--- src/rtl/boot_pkg.sv ---
// Shared definitions for the instruction-memory boot loader: FSM encoding
// and stream framing constants.
package boot_pkg;

    localparam logic [2:0] ST_HDR_LO = 3'd0;
    localparam logic [2:0] ST_HDR_HI = 3'd1;
    localparam logic [2:0] ST_DATA   = 3'd2;
    localparam logic [2:0] ST_DONE   = 3'd3;
    localparam logic [2:0] ST_ERR    = 3'd4;

    typedef enum logic [2:0] {
        HDR_LO = ST_HDR_LO,
        HDR_HI = ST_HDR_HI,
        DATA   = ST_DATA,
        DONE   = ST_DONE,
        ERR    = ST_ERR
    } boot_state_e;

    localparam int HDR_BYTES      = 2;
    localparam int BYTES_PER_WORD = 4;

endpackage

--- src/rtl/byte_packer.sv ---
// Collects bytes into a little-endian 32-bit word; word/word_valid are
// combinational so the caller can register the word on the 4th byte's edge.
module byte_packer
    import boot_pkg::*;
(
    input  logic        clk,
    input  logic        reset,
    input  logic        byte_valid,
    input  logic [7:0]  byte_data,
    output logic        word_valid,
    output logic [31:0] word
);

    localparam int CNT_W = $clog2(BYTES_PER_WORD);

    logic [CNT_W-1:0] cnt_q, cnt_d;
    logic [23:0]      buf_q, buf_d;

    // NOTE: every output of this block gets a default first, so no path leaves it unassigned and no latch is inferred.
    always_comb begin
        cnt_d      = cnt_q;
        buf_d      = buf_q;
        word_valid = 1'b0;
        word       = {byte_data, buf_q};
        if (byte_valid) begin
            cnt_d = cnt_q + 1'b1;
            case (cnt_q)
                2'd0:    buf_d[7:0]   = byte_data;
                2'd1:    buf_d[15:8]  = byte_data;
                2'd2:    buf_d[23:16] = byte_data;
                default: word_valid   = 1'b1;
            endcase
        end
    end

    // NOTE: state registers use non-blocking assignments so every flop samples pre-edge values.
    always_ff @(posedge clk) begin
        if (reset) begin
            cnt_q <= '0;
            buf_q <= '0;
        end else begin
            cnt_q <= cnt_d;
            buf_q <= buf_d;
        end
    end

endmodule

--- src/rtl/imem_boot_loader.sv ---
// Streams a length-prefixed byte image into instruction memory and holds the
// core in reset until the last word has been written.
module imem_boot_loader
    import boot_pkg::*;
#(
    parameter int ADDR_W = 8
) (
    input  logic              clk,
    input  logic              reset,
    input  logic              rx_valid,
    input  logic [7:0]        rx_data,
    output logic              rx_ready,
    output logic              imem_we,
    output logic [ADDR_W-1:0] imem_addr,
    output logic [31:0]       imem_wdata,
    output logic              core_reset,
    output logic              load_done,
    output logic              load_err,
    output logic [15:0]       words_loaded
);

    localparam logic [31:0] CAPACITY = 32'd1 << ADDR_W;

    boot_state_e       state_q, state_d;
    logic [15:0]       n_q, n_d;
    logic [15:0]       word_cnt_q, word_cnt_d;
    logic              rx_ready_q, rx_ready_d;
    logic              imem_we_q, imem_we_d;
    logic [ADDR_W-1:0] imem_addr_q, imem_addr_d;
    logic [31:0]       imem_wdata_q, imem_wdata_d;
    logic              core_reset_q, core_reset_d;
    logic              load_done_q, load_done_d;
    logic              load_err_q, load_err_d;
    logic [15:0]       words_loaded_q, words_loaded_d;

    logic        accept;
    logic        word_valid;
    logic [31:0] word;
    logic [15:0] n_full;

    assign accept = rx_valid && rx_ready_q;
    assign n_full = {rx_data, n_q[7:0]};

    byte_packer u_packer (
        .clk        (clk),
        .reset      (reset),
        .byte_valid (accept && (state_q == DATA)),
        .byte_data  (rx_data),
        .word_valid (word_valid),
        .word       (word)
    );

    always_comb begin
        state_d      = state_q;
        n_d          = n_q;
        word_cnt_d   = word_cnt_q;
        imem_we_d    = 1'b0;
        imem_addr_d  = imem_addr_q;
        imem_wdata_d = imem_wdata_q;

        case (state_q)
            HDR_LO: if (accept) begin
                n_d     = {8'h00, rx_data};
                state_d = HDR_HI;
            end
            HDR_HI: if (accept) begin
                n_d = n_full;
                if (n_full == 16'd0)                 state_d = DONE;
                else if ({16'h0, n_full} > CAPACITY) state_d = ERR;
                else                                 state_d = DATA;
            end
            DATA: if (word_valid) begin
                imem_we_d    = 1'b1;
                imem_wdata_d = word;
                imem_addr_d  = word_cnt_q[ADDR_W-1:0];
                word_cnt_d   = word_cnt_q + 16'd1;
                if ({1'b0, word_cnt_q} + 17'd1 == {1'b0, n_q}) state_d = DONE;
            end
            default: ;
        endcase

        // Ready follows the next state so no byte is handshaken once DONE/ERR is entered.
        rx_ready_d     = (state_d == HDR_LO) || (state_d == HDR_HI) || (state_d == DATA);
        core_reset_d   = (state_q != DONE);
        load_done_d    = (state_q == DONE);
        load_err_d     = (state_q == ERR);
        words_loaded_d = words_loaded_q;
        if (imem_we_q && (words_loaded_q != 16'hFFFF)) words_loaded_d = words_loaded_q + 16'd1;
    end

    always_ff @(posedge clk) begin
        if (reset) begin
            state_q        <= HDR_LO;
            n_q            <= '0;
            word_cnt_q     <= '0;
            rx_ready_q     <= 1'b0;
            imem_we_q      <= 1'b0;
            imem_addr_q    <= '0;
            imem_wdata_q   <= '0;
            core_reset_q   <= 1'b1;
            load_done_q    <= 1'b0;
            load_err_q     <= 1'b0;
            words_loaded_q <= '0;
        end else begin
            state_q        <= state_d;
            n_q            <= n_d;
            word_cnt_q     <= word_cnt_d;
            rx_ready_q     <= rx_ready_d;
            imem_we_q      <= imem_we_d;
            imem_addr_q    <= imem_addr_d;
            imem_wdata_q   <= imem_wdata_d;
            core_reset_q   <= core_reset_d;
            load_done_q    <= load_done_d;
            load_err_q     <= load_err_d;
            words_loaded_q <= words_loaded_d;
        end
    end

    assign rx_ready     = rx_ready_q;
    assign imem_we      = imem_we_q;
    assign imem_addr    = imem_addr_q;
    assign imem_wdata   = imem_wdata_q;
    assign core_reset   = core_reset_q;
    assign load_done    = load_done_q;
    assign load_err     = load_err_q;
    assign words_loaded = words_loaded_q;

endmodule

--- config.mk ---
export PLATFORM = sky130hd
export DESIGN_NAME = imem_boot_loader
export DESIGN_NICKNAME = d
export VERILOG_FILES = /design/src/rtl/boot_pkg.sv /design/src/rtl/byte_packer.sv /design/src/rtl/imem_boot_loader.sv
export SDC_FILE = /design/constraint.sdc
export NUM_CORES = 1
export LEC_CHECK = 0
export ABC_AREA = 1
export CELL_PAD_IN_SITES_DETAIL_PLACEMENT = 1
export CELL_PAD_IN_SITES_GLOBAL_PLACEMENT = 2
export CORE_UTILIZATION = 30
export CTS_BUF_LIST = sky130_fd_sc_hd__clkbuf_8 sky130_fd_sc_hd__clkbuf_16
export DETAILED_ROUTE_END_ITERATION = 16
export HOLD_SLACK_MARGIN = 0.15
export PLACE_DENSITY_LB_ADDON = 0.1
export SKIP_CTS_REPAIR_TIMING = 1
export SLEW_MARGIN = 20
export SYNTH_ARGS = -nofsm -noshare
export SYNTH_HDL_FRONTEND = slang
export SYNTH_HIERARCHICAL = 1
export SYNTH_SLANG_ARGS = --single-unit
--- constraint.sdc ---
create_clock -name clk -period 2.5 [get_ports clk]
set_input_delay 0.5 -clock clk [delete_from_list [all_inputs] [get_ports clk]]
set_output_delay 0.5 -clock clk [all_outputs]
set_load 0.05 [all_outputs]
==> results.sh, run 1 <==
export IMPL_outcome="completed"
export IMPL_end_kind="output port"
export IMPL_dp_hpwl_um=11800
export IMPL_crit_buf_inv=1
export IMPL_clk_latency_ps=420
export IMPL_timing_hold_ws_ps=474
export IMPL_setup_violations=0
export IMPL_place_congestion=0.791
export IMPL_die_area_um2=19000
export IMPL_ys_ff_latch=122
export IMPL_drt_pass1_iter_count=4
export IMPL_io_buffers=71
export IMPL_die_y_um=138
export IMPL_worst_slew_pin_slew_ps=523
export IMPL_yosysTopAreaCellShare_pct=44.1
export IMPL_cts_tree="done"
export IMPL_drc=0
export IMPL_vias_per_cell=4.68
export IMPL_cts_clk_slew_worst_paths_ps=60
export IMPL_die_w_um=138
export IMPL_path_max_fanout=5
export IMPL_r2r_start="word_cnt_q[0]"
export IMPL_num_vias=5274
export IMPL_period_minus_slack_ps=2210
export IMPL_crit_path_start="words_loaded[11]"
export IMPL_seq_area_frac_synth_pct=44.1
export IMPL_synthTopCellsByArea="dfxtp_1, nand2_1, nor2_1, inv_1, o21ai_0"
export IMPL_clock_skew_ps=8.27
export IMPL_avgSynthCellArea_um2=6.83
export IMPL_wire_per_inst_um=14.7
export IMPL_fp_coreArea_um2=18000
export IMPL_crit_family="buffers and inverters"
export IMPL_antenna_found_initial=0
export IMPL_htreeDepth=4
export IMPL_grt_remaining_overflow=0
export IMPL_synthCells=811
export IMPL_syn_area_um2=5540
export IMPL_rsz0062_at_grt="false"
export IMPL_slew_viol_final=0
export IMPL_routed_wl_um=16600
export IMPL_worstPathRequired_ps=2000
export IMPL_hold_viol=0
export IMPL_grt_pass1_wl_um=27200
export IMPL_worstSetupPathType="register to output port"
export IMPL_drive_above_1_share_pct=7.91
export IMPL_start_util_pct=30.7
export IMPL_power_density_nw_per_um2=678
export IMPL_yosysTopAreaCell="dfxtp_1"
export IMPL_grt_usage_pct=18.8
export IMPL_area_delta_synth_final_pct=29.1
export IMPL_cp_data_arrival_time_ps=1710
export IMPL_drv_cap=0
export IMPL_grt_pass1_vias=5349
export IMPL_post_route_period_util_pct=88.5
export IMPL_rows=49
export IMPL_power_leakage_uw=0.00289
export IMPL_cp_slowest_cell="clkdlybuf4s50_1"
export IMPL_min_delay_start="n_q[4]"
export IMPL_ir_drop_mv=0.458
export IMPL_relSlewSlack_pct=65.0
export IMPL_cts_buffers=17
export IMPL_drt_iter0_drc=213
export IMPL_diodes=0
export IMPL_cts_buffer_depth=2
export IMPL_worstSetupStartpointType="register"
export IMPL_antenna_left=0
export IMPL_crit_chain="clkdlybuf4s50_1"
export IMPL_fin_setup_tns_ps=0
export IMPL_yosys_warnings=6
export IMPL_cts_sinks=122
export IMPL_io_pins=72
export IMPL_root_buffer="clkbuf_16"
export IMPL_hold_path_class="register to register"
export IMPL_synth_cell_types=32
export IMPL_synth_nets=828
export IMPL_nets=903
export IMPL_grt_max_degree=53
export IMPL_cpPeakStageDelay_ps=850
export IMPL_fmax_mhz=452
[per-layer routing]
metal / share of wire, % / track usage, %
met3: 3.5 / 4.90
met4: 1.5 / 6.40
met5: 0 / 0
met2: 50 / 32.3
met1: 45 / 22.6
[flip-flops by register name (all words and copies together), names as in the netlist, 2 cells and up]
register / cells
u_packer/buf_q: 24
word_cnt_q: 16
imem_addr: 8
n_q: 16
u_packer/cnt_q: 2
state_q: 3
imem_wdata: 32
words_loaded: 16
[synthesized netlist by cell type (all sizes together)]
cell,instances
ha,6
inv,99
o21ai,68
or3,1
nor3,8
o21bai,2
o211a,1
buf,12
nor2,169
nand4,12
clkinv,1
o211ai,3
a31oi,1
nand2,176
or2,2
a21oi,46
nand3b,1
xnor2,2
nor4,4
xor2,6
o32ai,1
xnor3,1
dfxtp,122
clkbuf,22
nand3,45
[final timing paths]
check	end	depth (start not counted)	slack, ps
max reg2reg	rx_ready	14	300
min	n_q[4]	2	470
max	words_loaded[11]	1	290
min reg2reg	n_q[4]	2	470
[area by class of cell]
| class | instances | area, µm² |
|---|---|---|
| flip-flops and latches | 122 | 2440 |
| well taps | 229 | 287 |
| multi-input cells | 555 | 2550 |
| repair buffers | 90 | 866 |
| inverters | 100 | 375 |
| clock buffers | 18 | 439 |
| fillers | 2240 | 10900 |
| clock inverters | 13 | 189 |
[metrics by stage]
step                instances  instance area, µm²  utilization (%)  total power [µW]  setup WS (ps)
finish                   1127                7150             39.7              4850            288
global route             1127                7150             39.7              5020           47.0
CTS                      1127                7150             39.7              4930            276
detailed placement       1096                6520             36.2              2220            110
global placement         1096                6520             36.2              2220            167
floorplan                 811                5540                -              2130            140
[layout by cell type, fill, tap and decap left out, types with 2 or more instances in the layout]
master             n
nand2_1          173
nor2_1           160
dfxtp_1          122
inv_1             92
clkdlybuf4s50_1   71
o21ai_0           68
a21oi_1           46
nand3_1           45
buf_4             18
clkbuf_16         17
nand4_1           12
nor3_1             8
inv_2              7
xor2_1             6
ha_1               6
nor2_4             5
nor2_2             4
inv_6              4
bufinv_16          4
nand2_2            3
nor4_1             3
o211ai_1           3
o21bai_1           2
xnor2_1            2
clkinv_2           2
clkinvlp_4         2
[power by group]
group / leakage (µW) / internal, µW / switching (µW) / total (µW)
Clock: 0.000304 / 1700 / 971 / 2670
Sequential: 0.000984 / 1960 / 12.2 / 1970
Combinational: 0.00161 / 70.5 / 135 / 205
Total: 0.00289 / 3730 / 1120 / 4850
[worst register-to-register path: stages (launching register included)]
cell and delay, ps:
dfxtp_1 420, ha_1 230, nand3_1 160, nor2_1 320, nand4_1 210, nand2_1 140, nand2_1 50, nand2_1 60
nand2_1 70, nor2_1 100, nand2_1 70, nand2_1 90, nand3_1 80, nand2_1 70, inv_1 40
[logic make-up after synthesis]
group	synth area share (%)
and+or+nand+nor	31.5
buffers and inverters	9.99
AOI/OAI and AO/OA	11.4
DFF	44.1
xor gates and xnor gates	1.67
adders and majority gates	1.36
No activity file was read; power rests on OpenSTA's default activity.
==> run 2: changes to the inputs <==
--- a/config.mk
+++ b/config.mk
@@ -5,10 +5,10 @@
 export SDC_FILE = /design/constraint.sdc
 export NUM_CORES = 1
 export LEC_CHECK = 0
-export ABC_AREA = 1
+export ABC_AREA = 0
 export CELL_PAD_IN_SITES_DETAIL_PLACEMENT = 1
 export CELL_PAD_IN_SITES_GLOBAL_PLACEMENT = 2
-export CORE_UTILIZATION = 30
+export CORE_UTILIZATION = 33
 export CTS_BUF_LIST = sky130_fd_sc_hd__clkbuf_8 sky130_fd_sc_hd__clkbuf_16
 export DETAILED_ROUTE_END_ITERATION = 16
 export HOLD_SLACK_MARGIN = 0.15
==> results.sh, run 2 <==
export IMPL_routed_wl_um=17000
export IMPL_drv_cap=0
export IMPL_slew_viol_final=0
export IMPL_cpPeakStageDelay_ps=480
export IMPL_cts_buffers=17
export IMPL_syn_area_um2=5530
export IMPL_grt_pass1_vias=5319
export IMPL_yosysTopAreaCellShare_pct=44.1
export IMPL_synth_cell_types=62
export IMPL_diodes=0
export IMPL_synth_adder_area_share_pct=1.36
export IMPL_ys_ff_latch=122
export IMPL_worstPathRequired_ps=2810
export IMPL_grt_pass1_wl_um=28100
export IMPL_synth_top_family_by_area="simple AND/OR/NAND/NOR gates"
export IMPL_final_cell_mix="nand2_1, dfxtp_1, clkdlybuf4s50_1, a21oi_1, buf_4"
export IMPL_vias_per_cell=4.99
export IMPL_post_route_period_util_pct=101
export IMPL_power_density_nw_per_um2=641
export IMPL_layout_commonest_cell="nand2_1"
export IMPL_clock_skew_ps=7.75
export IMPL_synthTopCellsByArea="dfxtp_1, nand2_1, a21oi_1, xnor2_1, mux2i_1"
export IMPL_synthMuxAreaShare_pct=4.91
export IMPL_die_y_um=131
export IMPL_die_w_um=131
export IMPL_final_cells=991
export IMPL_crit_chain="ha_4, xor2_1, a211o_1, or4_1, a2111o_1, or4_4, a41o_1"
export IMPL_yosysMostFrequentCell="dfxtp_1"
export IMPL_dp_hpwl_um=11900
export IMPL_antenna_found_initial=0
export IMPL_end_kind="register"
export IMPL_period_minus_slack_ps=2540
export IMPL_synthSimpleGateAreaFrac_pct=25.8
export IMPL_seq_area_frac_synth_pct=44.1
export IMPL_ys_async_sr_fraction_pct=0
export IMPL_rrSetupSlack_ps=-40
export IMPL_setup_violations=1
export IMPL_io_pins=72
export IMPL_outcome="finished, violations left"
export IMPL_wire_per_inst_um=17.2
export IMPL_path_max_fanout=5
export IMPL_num_vias=4946
export IMPL_clk_latency_ps=420
export IMPL_rows=46
export IMPL_rsz0062_at_grt="true"
export IMPL_synth_nets=675
export IMPL_synth_compound_area_share_pct=11.5
export IMPL_worst_slew_pin_slew_ps=729
export IMPL_antenna_left=0
export IMPL_yosys_warnings=6
export IMPL_synth_xor_area_share_pct=6.49
export IMPL_nets=779
export IMPL_start_util_pct=34.3
export IMPL_largest_reg_flops=32
export IMPL_grt_remaining_overflow=0
export IMPL_cts_tree="done"
export IMPL_holdPathEnd="imem_wdata[11]"
export IMPL_fin_ws_ps=-35.1
export IMPL_cp_slowest_cell="or4_1"
export IMPL_worstSetupPathType="register to register"
export IMPL_worstSetupStartpointType="register"
export IMPL_yosysTopAreaCell="dfxtp_1"
export IMPL_r2r_start="word_cnt_q[0]"
export IMPL_critical_path_reg2reg_endpoint="rx_ready"
export IMPL_cts_clk_slew_worst_paths_ps=60
export IMPL_synth_ff_type="dfxtp_1"
export IMPL_drive_above_1_share_pct=16.5
export IMPL_place_congestion=0.848
export IMPL_drt_pass1_iter_count=4
export IMPL_avgSynthCellArea_um2=8.41
export IMPL_die_area_um2=17300
export IMPL_cts_sinks=122
export IMPL_ir_drop_mv=0.473
export IMPL_synth_edf_count=0
export IMPL_hold_path_class="register to register"
export IMPL_cp_data_arrival_time_ps=2840
export IMPL_r2r_cells=7
export IMPL_drc=0
export IMPL_synthTopCellsByCount="dfxtp_1, nand2_1, a21oi_1"
export IMPL_min_path_cells=2
export IMPL_fin_setup_tns_ps=-35.1
export IMPL_grt_usage_pct=20.6
export IMPL_min_delay_start="imem_wdata[11]"
export IMPL_violations="setup timing"
export IMPL_grt_max_degree=47
export IMPL_relSlewSlack_pct=51.3
export IMPL_cts_buffer_depth=2
export IMPL_root_buffer="clkbuf_16"
export IMPL_io_buffers=71
export IMPL_fp_coreArea_um2=16100
export IMPL_power_leakage_uw=0.00268
export IMPL_fmax_mhz=394
export IMPL_place_inst=953
export IMPL_htreeDepth=4
export IMPL_area_delta_synth_final_pct=34.7
export IMPL_hold_viol=0
export IMPL_synthCells=658
export IMPL_drt_iter0_drc=175
==> run 2: cell types whose count changed in the layout (fill, tap and decap cells not counted), sizes merged, moves of 6 or more <==
| cell | before | now |
|---|---|---|
| a21oi | 46 | 68 |
| buf | 19 | 66 |
| inv | 103 | 17 |
| mux2i | 0 | 26 |
| nand2 | 176 | 122 |
| nand2b | 0 | 36 |
| nand3 | 45 | 24 |
| nor2 | 169 | 42 |
| o21ai | 68 | 18 |
| or3 | 1 | 7 |
| xnor2 | 2 | 30 |
==> run 2: cell type report <==
| cell class | instances | area [µm²] |
|---|---|---|
| Tap cell | 216 | 270 |
| Timing Repair Buffer | 136 | 1220 |
| Clock buffer | 17 | 425 |
| Clock inverter | 15 | 181 |
| Multi-Input combinational cell | 475 | 2860 |
| Inverter | 10 | 37.5 |
| Fill cell | 1886 | 8660 |
| Sequential cell | 122 | 2460 |
==> run 2: stage by stage <==
stage | setup slack (ps) | area [µm²] | power (µW) | hold slack, ps | utilization [%]
global placement | -488 | 6710 | 2290 | 444 | 41.7
finish | -35.1 | 7450 | 4780 | 455 | 46.2
detailed placement | -619 | 6710 | 2290 | 452 | 41.7
floorplan | -119 | 5550 | 2170 | 432 | -
global route | -105 | 7450 | 4970 | 474 | 46.2
CTS | -307 | 7320 | 4840 | 459 | 45.4
==> run 2: where the power goes <==
part	internal, µW	switching, µW
registers	1960	21.2
logic	110	163
clock network	1500	1020
total	3580	1200
==> run 2: worst max-delay path: cells and delay by family (launching register included) <==
family | cells | cell delay, ps
flip-flops | 1 | 370
adder cells (fa/ha/maj) | 1 | 240
AND/OR/NAND/NOR | 2 | 920
AO/OA/AOI/OAI | 3 | 760
XOR/XNOR | 1 | 140
==> run 2: kinds of logic after synthesis <==
logic type / Yosys count
and+or+nand+nor: 291
DFF: 122
AOI/OAI and AO/OA: 110
muxes: 27
adders and majority gates: 6
xor gates and xnor gates: 41
buffers and inverters: 61
==> run 2: worst max path at each step <==
| stage | from | endpoint | cells after the start |
|---|---|---|---|
| finish | word_cnt_q[0] | rx_ready | 7 |
| detailed placement | rx_valid | rx_ready | 9 |
| CTS | word_cnt_q[0] | rx_ready | 7 |
| global route | rx_valid | rx_ready | 9 |
| floorplan | word_cnt_q[0] | rx_ready | 7 |
| global placement | rx_valid | rx_ready | 9 |
==> run 2: metal layers <==
metal | share of wire, % | global-route usage (%) | up-vias
met1 | 46 | 25.8 | 2409
li1 | - | - | 2445
met5 | 0 | 0 | -
met2 | 50 | 34.3 | 74
met3 | 3.1 | 5.21 | 18
met4 | 1.3 | 6.72 | 0
